File: config.mk
export PLATFORM = sky130hd
export DESIGN_NAME = id_ex_stage
export DESIGN_NICKNAME = d
export VERILOG_FILES = /design/src/rtl/riscv_pkg.sv /design/src/rtl/id_decoder.sv /design/src/rtl/id_ex_stage.sv
export SDC_FILE = /design/constraint.sdc
export NUM_CORES = 1
export LEC_CHECK = 0
export ABC_CLOCK_PERIOD_IN_PS = 2300
export CORE_ASPECT_RATIO = 0.7
export CORE_UTILIZATION = 35
export CTS_BUF_LIST = sky130_fd_sc_hd__clkbuf_8
export DETAILED_ROUTE_END_ITERATION = 10
export PLACE_DENSITY = 0.76
export SLEW_MARGIN = 5
export SYNTH_ARGS = -nofsm -noshare
export SYNTH_HDL_FRONTEND = slang
export SYNTH_SLANG_ARGS = --single-unit
export TNS_END_PERCENT = 30
File: constraint.sdc
create_clock -name clk -period 2.3 [get_ports clk]
set_clock_uncertainty 0.2 [all_clocks]
set_input_delay 0.345 -clock clk [delete_from_list [all_inputs] [get_ports clk]]
set_output_delay 0.345 -clock clk [all_outputs]
set_load 0.005 [all_outputs]
File: src/rtl/riscv_pkg.sv
// Shared RV32I decode constants: ALU operation codes, opcodes, operand selects
// and the control bundle passed from the decoder to the ID/EX register.
package riscv_pkg;

  localparam logic [4:0] ALU_ADD   = 5'd0;
  localparam logic [4:0] ALU_SUB   = 5'd1;
  localparam logic [4:0] ALU_AND   = 5'd2;
  localparam logic [4:0] ALU_OR    = 5'd3;
  localparam logic [4:0] ALU_XOR   = 5'd4;
  localparam logic [4:0] ALU_SLL   = 5'd5;
  localparam logic [4:0] ALU_SLT   = 5'd6;
  localparam logic [4:0] ALU_SLTU  = 5'd7;
  localparam logic [4:0] ALU_SRL   = 5'd8;
  localparam logic [4:0] ALU_SRA   = 5'd9;
  localparam logic [4:0] ALU_ADDR  = 5'd10;
  localparam logic [4:0] ALU_BEQ   = 5'd11;
  localparam logic [4:0] ALU_BNE   = 5'd12;
  localparam logic [4:0] ALU_BLT   = 5'd13;
  localparam logic [4:0] ALU_BGE   = 5'd14;
  localparam logic [4:0] ALU_BLTU  = 5'd15;
  localparam logic [4:0] ALU_BGEU  = 5'd16;
  localparam logic [4:0] ALU_PASSB = 5'd17;

  localparam logic [6:0] OP     = 7'b0110011;
  localparam logic [6:0] OP_IMM = 7'b0010011;
  localparam logic [6:0] LOAD   = 7'b0000011;
  localparam logic [6:0] STORE  = 7'b0100011;
  localparam logic [6:0] BRANCH = 7'b1100011;
  localparam logic [6:0] JAL    = 7'b1101111;
  localparam logic [6:0] JALR   = 7'b1100111;
  localparam logic [6:0] LUI    = 7'b0110111;
  localparam logic [6:0] AUIPC  = 7'b0010111;

  localparam logic [1:0] A_RS1  = 2'd0;
  localparam logic [1:0] A_PC   = 2'd1;
  localparam logic [1:0] A_ZERO = 2'd2;
  localparam logic [1:0] B_RS2  = 2'd0;
  localparam logic [1:0] B_IMM  = 2'd1;
  localparam logic [1:0] B_FOUR = 2'd2;

  typedef struct packed {
    logic [4:0]  alu_opt;
    logic [1:0]  a_sel;
    logic [1:0]  b_sel;
    logic [31:0] imm;
    logic        reg_we;
    logic        mem_re;
    logic        mem_we;
    logic        is_branch;
    logic        is_jal;
    logic        is_jalr;
    logic        shamt_mask;
    logic        illegal;
    logic        rs1_used;
    logic        rs2_used;
  } id_ctrl_t;

endpackage

File: src/rtl/id_decoder.sv
// Combinational RV32I decoder: instruction word to ALU code, operand selects,
// control flags, source-usage bits and the sign-extended immediate.
module id_decoder
  import riscv_pkg::*;
(
  input  logic [31:0] instr,
  output id_ctrl_t    ctrl
);

  logic [6:0]  opcode;
  logic [2:0]  funct3;
  logic [6:0]  funct7;
  logic [31:0] imm_i, imm_s, imm_b, imm_u, imm_j;

  assign opcode = instr[6:0];
  assign funct3 = instr[14:12];
  assign funct7 = instr[31:25];
  assign imm_i  = {{20{instr[31]}}, instr[31:20]};
  assign imm_s  = {{20{instr[31]}}, instr[31:25], instr[11:7]};
  assign imm_b  = {{19{instr[31]}}, instr[31], instr[7], instr[30:25], instr[11:8], 1'b0};
  assign imm_u  = {instr[31:12], 12'b0};
  assign imm_j  = {{11{instr[31]}}, instr[31], instr[19:12], instr[20], instr[30:21], 1'b0};

  always_comb begin
    ctrl         = '0;
    ctrl.alu_opt = ALU_ADD;
    ctrl.a_sel   = A_RS1;
    ctrl.b_sel   = B_RS2;
    case (opcode)
      LUI: begin
        ctrl.alu_opt = ALU_PASSB;
        ctrl.a_sel   = A_ZERO;
        ctrl.b_sel   = B_IMM;
        ctrl.imm     = imm_u;
        ctrl.reg_we  = 1'b1;
      end
      AUIPC: begin
        ctrl.a_sel  = A_PC;
        ctrl.b_sel  = B_IMM;
        ctrl.imm    = imm_u;
        ctrl.reg_we = 1'b1;
      end
      JAL: begin
        ctrl.a_sel  = A_PC;
        ctrl.b_sel  = B_FOUR;
        ctrl.imm    = imm_j;
        ctrl.reg_we = 1'b1;
        ctrl.is_jal = 1'b1;
      end
      JALR: begin
        // ALU produces the link value; the target rs1+imm is formed in EX
        ctrl.a_sel    = A_PC;
        ctrl.b_sel    = B_FOUR;
        ctrl.imm      = imm_i;
        ctrl.reg_we   = 1'b1;
        ctrl.is_jalr  = 1'b1;
        ctrl.rs1_used = 1'b1;
        ctrl.illegal  = (funct3 != 3'd0);
      end
      BRANCH: begin
        ctrl.imm       = imm_b;
        ctrl.is_branch = 1'b1;
        ctrl.rs1_used  = 1'b1;
        ctrl.rs2_used  = 1'b1;
        case (funct3)
          3'd0:    ctrl.alu_opt = ALU_BEQ;
          3'd1:    ctrl.alu_opt = ALU_BNE;
          3'd4:    ctrl.alu_opt = ALU_BLT;
          3'd5:    ctrl.alu_opt = ALU_BGE;
          3'd6:    ctrl.alu_opt = ALU_BLTU;
          3'd7:    ctrl.alu_opt = ALU_BGEU;
          default: ctrl.illegal = 1'b1;
        endcase
      end
      LOAD: begin
        ctrl.alu_opt  = ALU_ADDR;
        ctrl.b_sel    = B_IMM;
        ctrl.imm      = imm_i;
        ctrl.mem_re   = 1'b1;
        ctrl.reg_we   = 1'b1;
        ctrl.rs1_used = 1'b1;
        ctrl.illegal  = (funct3 == 3'd3) || (funct3 == 3'd6) || (funct3 == 3'd7);
      end
      STORE: begin
        ctrl.alu_opt  = ALU_ADDR;
        ctrl.b_sel    = B_IMM;
        ctrl.imm      = imm_s;
        ctrl.mem_we   = 1'b1;
        ctrl.rs1_used = 1'b1;
        ctrl.rs2_used = 1'b1;
        ctrl.illegal  = (funct3 > 3'd2);
      end
      OP_IMM: begin
        ctrl.b_sel    = B_IMM;
        ctrl.imm      = imm_i;
        ctrl.reg_we   = 1'b1;
        ctrl.rs1_used = 1'b1;
        case (funct3)
          3'd0: ctrl.alu_opt = ALU_ADD;
          3'd1: begin
            ctrl.alu_opt = ALU_SLL;
            ctrl.illegal = (funct7 != 7'd0);
          end
          3'd2: ctrl.alu_opt = ALU_SLT;
          3'd3: ctrl.alu_opt = ALU_SLTU;
          3'd4: ctrl.alu_opt = ALU_XOR;
          3'd5: begin
            // SRAI keeps imm[10] set but imm[11] clear, so the ALU needs no mask
            if (funct7 == 7'b0000000)      ctrl.alu_opt = ALU_SRL;
            else if (funct7 == 7'b0100000) ctrl.alu_opt = ALU_SRA;
            else                           ctrl.illegal = 1'b1;
          end
          3'd6: ctrl.alu_opt = ALU_OR;
          default: ctrl.alu_opt = ALU_AND;
        endcase
      end
      OP: begin
        ctrl.reg_we   = 1'b1;
        ctrl.rs1_used = 1'b1;
        ctrl.rs2_used = 1'b1;
        if (funct7 == 7'b0000000) begin
          case (funct3)
            3'd0: ctrl.alu_opt = ALU_ADD;
            3'd1: ctrl.alu_opt = ALU_SLL;
            3'd2: ctrl.alu_opt = ALU_SLT;
            3'd3: ctrl.alu_opt = ALU_SLTU;
            3'd4: ctrl.alu_opt = ALU_XOR;
            3'd5: ctrl.alu_opt = ALU_SRL;
            3'd6: ctrl.alu_opt = ALU_OR;
            default: ctrl.alu_opt = ALU_AND;
          endcase
        end else if (funct7 == 7'b0100000 && funct3 == 3'd0) begin
          ctrl.alu_opt = ALU_SUB;
        end else if (funct7 == 7'b0100000 && funct3 == 3'd5) begin
          ctrl.alu_opt    = ALU_SRA;
          ctrl.shamt_mask = 1'b1;
        end else begin
          ctrl.illegal = 1'b1;
        end
      end
      default: ctrl.illegal = 1'b1;
    endcase

    if (ctrl.illegal) begin
      ctrl.reg_we     = 1'b0;
      ctrl.mem_re     = 1'b0;
      ctrl.mem_we     = 1'b0;
      ctrl.is_branch  = 1'b0;
      ctrl.is_jal     = 1'b0;
      ctrl.is_jalr    = 1'b0;
      ctrl.shamt_mask = 1'b0;
    end
    if (instr[11:7] == 5'd0) ctrl.reg_we = 1'b0;
  end

endmodule

File: src/rtl/id_ex_stage.sv
// Decode stage plus ID/EX pipeline register with flush, stall and load-use
// bubble insertion.
module id_ex_stage
  import riscv_pkg::*;
#(
  parameter int              XLEN     = 32,
  parameter logic [XLEN-1:0] RESET_PC = '0
) (
  input  logic            clk,
  input  logic            rst_n,
  input  logic            if_valid,
  input  logic [31:0]     if_instr,
  input  logic [XLEN-1:0] if_pc,
  input  logic [XLEN-1:0] rf_rs1_data,
  input  logic [XLEN-1:0] rf_rs2_data,
  input  logic            ex_stall,
  input  logic            flush,
  output logic            id_ready,
  output logic [4:0]      id_rs1,
  output logic [4:0]      id_rs2,
  output logic            ex_valid,
  output logic [4:0]      ex_alu_opt,
  output logic [1:0]      ex_a_sel,
  output logic [1:0]      ex_b_sel,
  output logic [XLEN-1:0] ex_rs1_data,
  output logic [XLEN-1:0] ex_rs2_data,
  output logic [XLEN-1:0] ex_imm,
  output logic [XLEN-1:0] ex_pc,
  output logic [4:0]      ex_rs1,
  output logic [4:0]      ex_rs2,
  output logic [4:0]      ex_rd,
  output logic            ex_reg_we,
  output logic            ex_mem_re,
  output logic            ex_mem_we,
  output logic [2:0]      ex_funct3,
  output logic            ex_is_branch,
  output logic            ex_is_jal,
  output logic            ex_is_jalr,
  output logic            ex_shamt_mask,
  output logic            ex_illegal
);

  id_ctrl_t dec;
  logic     hazard;
  logic     bubble;

  id_decoder u_id_decoder (
    .instr (if_instr),
    .ctrl  (dec)
  );

  assign id_rs1 = if_instr[19:15];
  assign id_rs2 = if_instr[24:20];

  assign hazard = ex_valid && ex_mem_re && (ex_rd != 5'd0) &&
                  ((dec.rs1_used && (ex_rd == id_rs1)) ||
                   (dec.rs2_used && (ex_rd == id_rs2)));
  assign id_ready = !hazard && !ex_stall;

  // flush beats stall; otherwise a stall freezes the register
  assign bubble = flush || (!ex_stall && (hazard || !if_valid));

  always_ff @(posedge clk or negedge rst_n) begin
    if (!rst_n) begin
      ex_valid      <= 1'b0;
      ex_alu_opt    <= ALU_ADD;
      ex_a_sel      <= A_RS1;
      ex_b_sel      <= B_RS2;
      ex_rs1_data   <= '0;
      ex_rs2_data   <= '0;
      ex_imm        <= '0;
      ex_pc         <= RESET_PC;
      ex_rs1        <= '0;
      ex_rs2        <= '0;
      ex_rd         <= '0;
      ex_reg_we     <= 1'b0;
      ex_mem_re     <= 1'b0;
      ex_mem_we     <= 1'b0;
      ex_funct3     <= '0;
      ex_is_branch  <= 1'b0;
      ex_is_jal     <= 1'b0;
      ex_is_jalr    <= 1'b0;
      ex_shamt_mask <= 1'b0;
      ex_illegal    <= 1'b0;
    end else if (bubble) begin
      ex_valid      <= 1'b0;
      ex_reg_we     <= 1'b0;
      ex_mem_re     <= 1'b0;
      ex_mem_we     <= 1'b0;
      ex_is_branch  <= 1'b0;
      ex_is_jal     <= 1'b0;
      ex_is_jalr    <= 1'b0;
      ex_shamt_mask <= 1'b0;
      ex_illegal    <= 1'b0;
    end else if (!ex_stall) begin
      ex_valid      <= 1'b1;
      ex_alu_opt    <= dec.alu_opt;
      ex_a_sel      <= dec.a_sel;
      ex_b_sel      <= dec.b_sel;
      ex_rs1_data   <= rf_rs1_data;
      ex_rs2_data   <= rf_rs2_data;
      ex_imm        <= dec.imm;
      ex_pc         <= if_pc;
      ex_rs1        <= id_rs1;
      ex_rs2        <= id_rs2;
      ex_rd         <= if_instr[11:7];
      ex_reg_we     <= dec.reg_we;
      ex_mem_re     <= dec.mem_re;
      ex_mem_we     <= dec.mem_we;
      ex_funct3     <= if_instr[14:12];
      ex_is_branch  <= dec.is_branch;
      ex_is_jal     <= dec.is_jal;
      ex_is_jalr    <= dec.is_jalr;
      ex_shamt_mask <= dec.shamt_mask;
      ex_illegal    <= dec.illegal;
    end
  end

endmodule

After elaboration in Yosys (flattened, before gate mapping)
Index checks and enable logic that the tools add are counted.
- register bits: 164
- output and inout bits: 175
- word-level logic and storage cells: 128
- magnitude comparators: 1
- equality and inequality tests: 20
- mux-type cells: 50
- bitwise logic cells: 2
- reductions and logical operators: 35
- operator list (operator ; number):
    $pmux 32 s5 ; 1
    $pmux 5 s7 ; 1
    $mux 1 ; 33
    $pmux 5 s6 ; 1
    $eq 7x6->1 const B ; 4
    $pmux 4 s7 ; 1
    $pmux 5 s5 ; 1
    $eq 7x7->1 const B ; 3
    $eq 7x5->1 const B ; 2
    $eq 3x3->1 const B ; 4
    $mux 4 ; 3
    $reduce_or 3->1 ; 4
    $reduce_or 6->1 ; 2
    $eq 5x5->1 ; 2
    $mux 5 ; 2
    $logic_and 1x1->1 ; 9
    $pmux 2 s2 ; 2
    $eq 7x2->1 const B ; 1
    $logic_not 7->1 ; 1
    $mux 7 ; 1
    $pmux 1 s7 ; 1
    $reduce_bool 7->1 ; 1
    $reduce_or 7->1 ; 1
    $eq 3x2->1 const B ; 2
    15 further kinds ; 25

Longest topological paths before layout
Gate-level depths: netlist (run 1).
- word-level depth: 11
- gate-level depth with buffers: 10
- gate-level depth less buffers: 6

Cells and area by module
From an unflattened synthesis (run 1), not the netlist that was laid out.
- cell total of the unflattened synthesis: 547
- area total of the unflattened synthesis: 7943.9 µm²
- by module, submodules not included (module ; instances ; cells an instance ; area an instance (µm²) ; seq. area each (µm²)):
    id_ex_stage ; 1 ; 395 ; 6964.2 ; 4103.9
    id_decoder ; 1 ; 152 ; 979.7 ; 0.0

Worst setup path after synthesis (run 1)
Ideal clock, no wire load.
- kind: reg2reg
- start: register ex_rd[1]
- end: register ex_a_sel[0]
- library setup time: 0.125 ns
- data arrival time: 2.202 ns
- setup slack: -0.227 ns
- stages on the path, launching flop included: 8
- buffers on the path: 2
- cells stage by stage: dfrtp_1 or4_1 o211ai_1 a21oi_1 or4b_4 buf_6 buf_6 mux2_2
- word-level cells in the longest chain between the ends: 9
- RTL lines (item ; RTL line ; RTL):
    start, declared ; id_ex_stage.sv:31 ; output logic [4:0] ex_rd,
    start signal, assigned ; id_ex_stage.sv:106 ; ex_rd <= if_instr[11:7];
    $eq 5x5->1, on equally long branches ; id_ex_stage.sv:56, id_ex_stage.sv:57 ;
    $logic_and 1x1->1, on equally long branches ; id_ex_stage.sv:56, id_ex_stage.sv:57 ;
    $logic_or 1x1->1 ; id_ex_stage.sv:56 ; ((dec.rs1_used && (ex_rd == id_rs1)) ||
    $logic_and 1x1->1 (*) ; id_ex_stage.sv:55 ; assign hazard = ex_valid && ex_mem_re && (ex_rd != 5'd0) &&
    $logic_or 1x1->1 (*) ; id_ex_stage.sv:61 ; assign bubble = flush || (!ex_stall && (hazard || !if_valid));
    $logic_and 1x1->1 (*) ; id_ex_stage.sv:61 ;
    $logic_or 1x1->1 (*) ; id_ex_stage.sv:61 ;
    $not 1->1 (no source line) (*) ; - ;
    $reduce_and 2->1 (no source line) (*) ; - ;
    end signal, assigned ; id_ex_stage.sv:98 ; ex_a_sel <= dec.a_sel;
    end, declared ; id_ex_stage.sv:23 ; output logic [1:0] ex_a_sel,
Mark *: on every way between the ends. The rest lies on a longest branch, timed or not.
A chain may end at the register's enable or synchronous reset.

Worst setup path after layout (run 1)
- start: register ex_rd[1]
- end: register ex_rs2_data[1]
- word-level cells in the longest chain between the ends: 9
- RTL lines (item ; RTL line ; RTL):
    $eq 5x5->1, on equally long branches ; id_ex_stage.sv:56, id_ex_stage.sv:57 ;
    $logic_and 1x1->1, on equally long branches ; id_ex_stage.sv:56, id_ex_stage.sv:57 ;
    $logic_or 1x1->1 ; id_ex_stage.sv:56 ;
    $logic_and 1x1->1 (*) ; id_ex_stage.sv:55 ;
    $logic_or 1x1->1 (*) ; id_ex_stage.sv:61 ;
    $logic_and 1x1->1 (*) ; id_ex_stage.sv:61 ;
    $logic_or 1x1->1 (*) ; id_ex_stage.sv:61 ;
    $not 1->1 (no source line) (*) ; - ;
    $reduce_and 2->1 (no source line) (*) ; - ;
    end signal, assigned ; id_ex_stage.sv:101 ; ex_rs2_data <= rf_rs2_data;
    end, declared ; id_ex_stage.sv:26 ; output logic [XLEN-1:0] ex_rs2_data,
Marked as above.

==> impl.org, run 1 <==
** STA
- Worst setup slack after layout :: -0.413 ns
- Measured against its own limit, the worst slew margin works out to 0.681.
- The final number of hold-violating endpoints is 0.
- Number of pins with negative max-slew slack in the final report :: 0
- Setup repair after global routing could not meet its margin everywhere.
- Of the available clock period, the critical path in the final layout requires 1.18.
- For the pin with the worst max-slew slack, the measured transition is 0.479 ns.
- Period minus WS final :: 2.71 ns
- Setup violations remaining at the end of the flow were counted as 165.
- Summed over all failing endpoints, the final setup total negative slack is -58.28 ns.
- Achievable Freq :: 369 MHz
- Hold timing on the final database bottoms out at a slack of 0.173 ns.

** Status
- Violated checks :: negative setup slack
- The flow ran to the end, but the final reports show violations.

** Critical path
- Data on the critical path is required at its endpoint by 2.44 ns.
- For flop-to-flop paths, the worst setup slack is -0.41 ns.
- Capture point of the worst reg-to-reg path :: ex_rs2_data[1]$_DFFE_PN0P_
- R2R depth :: 6
- In this run the critical register-to-register path is launched from ex_rd[1]$_DFFE_PN0P_.
- Worst setup path class :: reg2reg
- Of all nets on the critical path, the largest fanout is 45.
- Category of the worst setup path launch point :: flop
- Critical path endpoint category :: flop
- Arrival time at the worst endpoint :: 2.85 ns

** Clock network
- TritonCTS built the clock tree.
- Clk slew on worst S/H paths :: 0.10 ns
- Setup bufs post-CTS :: 0
- CTS Root Cell :: sky130_fd_sc_hd__clkbuf_8
- The H-tree generated during clock tree synthesis spans 4 levels.
- Clock insertion delay at the later pin of the skew report :: 0.46 ns
- Worst-case clock buffer depth :: 2
- TritonCTS buffer count :: 17
- Clk sink count :: 164

** Yosys
- The commonest cells after synthesis are sky130_fd_sc_hd__dfrtp_1 (164), sky130_fd_sc_hd__mux2_2 (139), sky130_fd_sc_hd__nand2_1 (32).
- Share of the yosys chip area belonging to registers :: 0.566
- Number of warnings issued by yosys :: 0
- Synthesis inferred 164 register bits.
- Yosys mapped a number of flops with a built-in enable equal to 0.
- The share of synthesized area in the top cell type comes to 0.566.
- Cell with the most instances after synthesis :: sky130_fd_sc_hd__dfrtp_1
- Mapped cell area :: 7250 um^2
- Async set-or-reset flop fraction in the synthesized netlist :: 1.00
- In the synthesized netlist the dominant register cell turns out to be sky130_fd_sc_hd__dfrtp_1.
- Number of library cell types mapped by synthesis :: 46
- Synthesis produced 554 cells.
- The number of nets in the synthesized netlist is 687.
- sky130_fd_sc_hd__dfrtp_1 takes more of the synthesized area than any other cell.
- By area the synthesized netlist is led by sky130_fd_sc_hd__dfrtp_1 (57%), sky130_fd_sc_hd__mux2_2 (22%), sky130_fd_sc_hd__buf_6 (2.5%).
- Per-instance average area after synthesis :: 13.1 um^2

** Global routing
- Across every metal layer, demand over resource in global routing totals 0.209.
- Pin count of the biggest net entering global routing :: 55
- Overflow left after global routing :: 0
- Antenna violations before repair :: 0
- The first global-routing pass estimated 33.9 mm of wire.
- The number of global-route vias before repair is 6010.

** Layout
- The final layout contains 1055 nets.
- The repair_antennas step left the layout with diodes totalling 0.
- Fraction of final layout cells sized beyond drive strength 1 :: 0.286
- Compared with the post-synthesis result, the final layout area differs by 58.2%.
- Final Instance Count excl. Fillers :: 1205

** Die
- Die X :: 174 um
- Starting Density :: 0.361
- # rows :: 43
- The core region is 20100 um^2.
- Die height :: 122 um
- Top-Level Pins :: 308
- The die covers 21300 um^2.

** Route
- Detailed-route via count :: 5787
- Detailed routing placed a total of 10.0 mm of wire on met2.
- Drt wl/cell :: 18.0 um
- Detailed Route Iter0 Violations :: 358
- Signal routing reaches up to met4.
- Remaining antenna violation count after routing :: 0
- Post-route DRC violation count :: 0
- Wires add up to 21.7 mm.
- Wire segments on met3 add up to 1.95 mm in the final route.
- Via density :: 4.80
- The detailed router put a total of 9.33 mm of wire on met1.
- Before antenna repair, the detailed router went through 7 iterations.

** Power and ir drop
- Worst-case vdd ir drop :: 0.000336 V
- Leakage power of the design :: 0.00508 uW
- For this design the ratio of total power to cell area is 661 nW/um^2.

** Hold path
- Type of the most critical hold path :: in2async

** Placed design
- Final estimated routing congestion in global placement :: 0.923
- Count of port buffers added during placement :: 307
- In this run, placement finished with an instance count of 1173.
- Hpwl dp :: 16.5 mm
- Pre-CTS setup slack :: -0.712 ns

** Flow run
- Across the run, the number of max-cap violations was 0.
-- where the power goes --
group	internal, uW	switching (uW)	total (uW)
sequential	3290	219	3510
clock	836	1250	2090
combinational	1350	642	1990
total	5470	2110	7580
-- area by class of cell --
class / instances / area (um^2)
clock buffer: 18 / 248
clock inverter: 14 / 141
fill: 1681 / 8590
inverter: 21 / 78.8
multi-input combinational: 326 / 2760
sequential: 164 / 4110
tap: 270 / 338
timing repair buffer: 392 / 3800
-- placed cells by master (no fill, tap or decap), types with 2 or more instances in the layout --
master	n
sky130_fd_sc_hd__o21ai_1	7
sky130_fd_sc_hd__nand4_1	3
sky130_fd_sc_hd__clkdlybuf4s50_1	305
sky130_fd_sc_hd__a31o_2	2
sky130_fd_sc_hd__inv_8	4
sky130_fd_sc_hd__nand2b_1	3
sky130_fd_sc_hd__buf_12	7
sky130_fd_sc_hd__clkinv_8	2
sky130_fd_sc_hd__mux2_2	139
sky130_fd_sc_hd__xnor2_1	3
sky130_fd_sc_hd__buf_6	2
sky130_fd_sc_hd__a22o_1	5
sky130_fd_sc_hd__buf_4	76
sky130_fd_sc_hd__or4_1	2
sky130_fd_sc_hd__nor4_1	2
sky130_fd_sc_hd__and2_1	2
sky130_fd_sc_hd__inv_6	4
sky130_fd_sc_hd__mux2i_1	16
sky130_fd_sc_hd__dfrtp_1	163
sky130_fd_sc_hd__or3_1	2
sky130_fd_sc_hd__xor2_1	8
sky130_fd_sc_hd__clkbuf_8	18
sky130_fd_sc_hd__clkinv_4	2
sky130_fd_sc_hd__o22ai_1	2
sky130_fd_sc_hd__o211ai_1	4
sky130_fd_sc_hd__a211oi_1	2
sky130_fd_sc_hd__nor3_1	10
sky130_fd_sc_hd__nor2b_1	4
sky130_fd_sc_hd__o21ai_0	9
sky130_fd_sc_hd__a21o_1	11
sky130_fd_sc_hd__inv_1	22
sky130_fd_sc_hd__nand3_1	8
sky130_fd_sc_hd__nand2_1	32
sky130_fd_sc_hd__nor2_1	12
sky130_fd_sc_hd__nand3b_1	2
sky130_fd_sc_hd__a21oi_1	17
-- per-stage QoR --
stage / util / power (uW) / area (um^2)
final: 0.572 / 7580 / 11500
after global routing: 0.572 / 7970 / 11500
after CTS: 0.572 / 7680 / 11500
after detailed placement: 0.551 / 5550 / 11100
after global placement: 0.551 / 5510 / 11100
after floorplan: - / 4140 / 7250
-- layer usage --
layer	vias to the layer above	track usage
li1	2680	-
met1	2832	0.271
met2	249	0.326
met3	26	0.0722
met4	0	0.0707
met5	-	0
-- how the worst max path moves through the flow --
stage / start / to / slack [ns] / cells past startpoint
finish: ex_rd[1]$_DFFE_PN0P_ / ex_rs2_data[1]$_DFFE_PN0P_ / -0.41 / 6
global route: ex_rd[1]$_DFFE_PN0P_ / ex_rs2_data[5]$_DFFE_PN0P_ / -0.47 / 6
CTS: ex_rd[1]$_DFFE_PN0P_ / ex_rs2_data[3]$_DFFE_PN0P_ / -0.40 / 6
detailed placement: if_instr[15] / ex_pc[29]$_DFFE_PN0P_ / -0.71 / 9
global placement: if_instr[17] / ex_rs1_data[17]$_DFFE_PN0P_ / -0.68 / 9
floorplan: ex_rd[1]$_DFFE_PN0P_ / ex_a_sel[0]$_DFFE_PN0P_ / -0.23 / 7
-- critical path, stage by stage, from the launching register on --
cell and delay (ns):
sky130_fd_sc_hd__dfrtp_1 0.41, sky130_fd_sc_hd__or4_4 0.54, sky130_fd_sc_hd__o211ai_1 0.23, sky130_fd_sc_hd__a21oi_2 0.06
sky130_fd_sc_hd__or4b_4 0.58, sky130_fd_sc_hd__buf_12 0.22, sky130_fd_sc_hd__mux2_2 0.30
-- state kept, by name (all words and copies together) (netlist names) --
| signal | count |
|---|---|
| ex_a_sel | 2 |
| ex_alu_opt | 5 |
| ex_b_sel | 2 |
| ex_funct3 | 3 |
| ex_illegal | 1 |
| ex_imm | 32 |
| ex_is_branch | 1 |
| ex_is_jal | 1 |
| ex_is_jalr | 1 |
| ex_mem_re | 1 |
| ex_mem_we | 1 |
| ex_pc | 32 |
| ex_rd | 5 |
| ex_reg_we | 1 |
| ex_rs1 | 5 |
| ex_rs1_data | 32 |
| ex_rs2 | 5 |
| ex_rs2_data | 32 |
| ex_shamt_mask | 1 |
| ex_valid | 1 |
-- cells by family (layout without fill, tap and decap cells) --
logic type / after synthesis / count (layout) / synth area share
DFF: 164 / 164 / 0.566
buffers and inverters: 64 / 445 / 0.0557
and+or+nand+nor: 90 / 90 / 0.0631
AOI/OAI and AO/OA: 70 / 70 / 0.0640
muxes: 155 / 155 / 0.238
xor gates and xnor gates: 11 / 11 / 0.0133
-- what timing repair did --
| item | CTS | global route |
|---|---|---|
| endpoints found under the hold margin | 40 | 0 |
| resized for setup | 17 | 0 |
| pin swaps | 4 | 0 |
| setup endpoints to repair | 165 | 165 |
| hold buffers | 1 | 0 |
No activity file was read; power rests on OpenSTA's default activity.
==> inputs of run 2 (changes only) <==
--- a/config.mk
+++ b/config.mk
@@ -5,7 +5,7 @@
 export SDC_FILE = /design/constraint.sdc
 export NUM_CORES = 1
 export LEC_CHECK = 0
-export ABC_CLOCK_PERIOD_IN_PS = 2300
+export CAP_MARGIN = 0
 export CORE_ASPECT_RATIO = 0.7
 export CORE_UTILIZATION = 35
 export CTS_BUF_LIST = sky130_fd_sc_hd__clkbuf_8
==> results of run 2 <==
No change in the layout: final DEF, timing and power equal those of run 1.
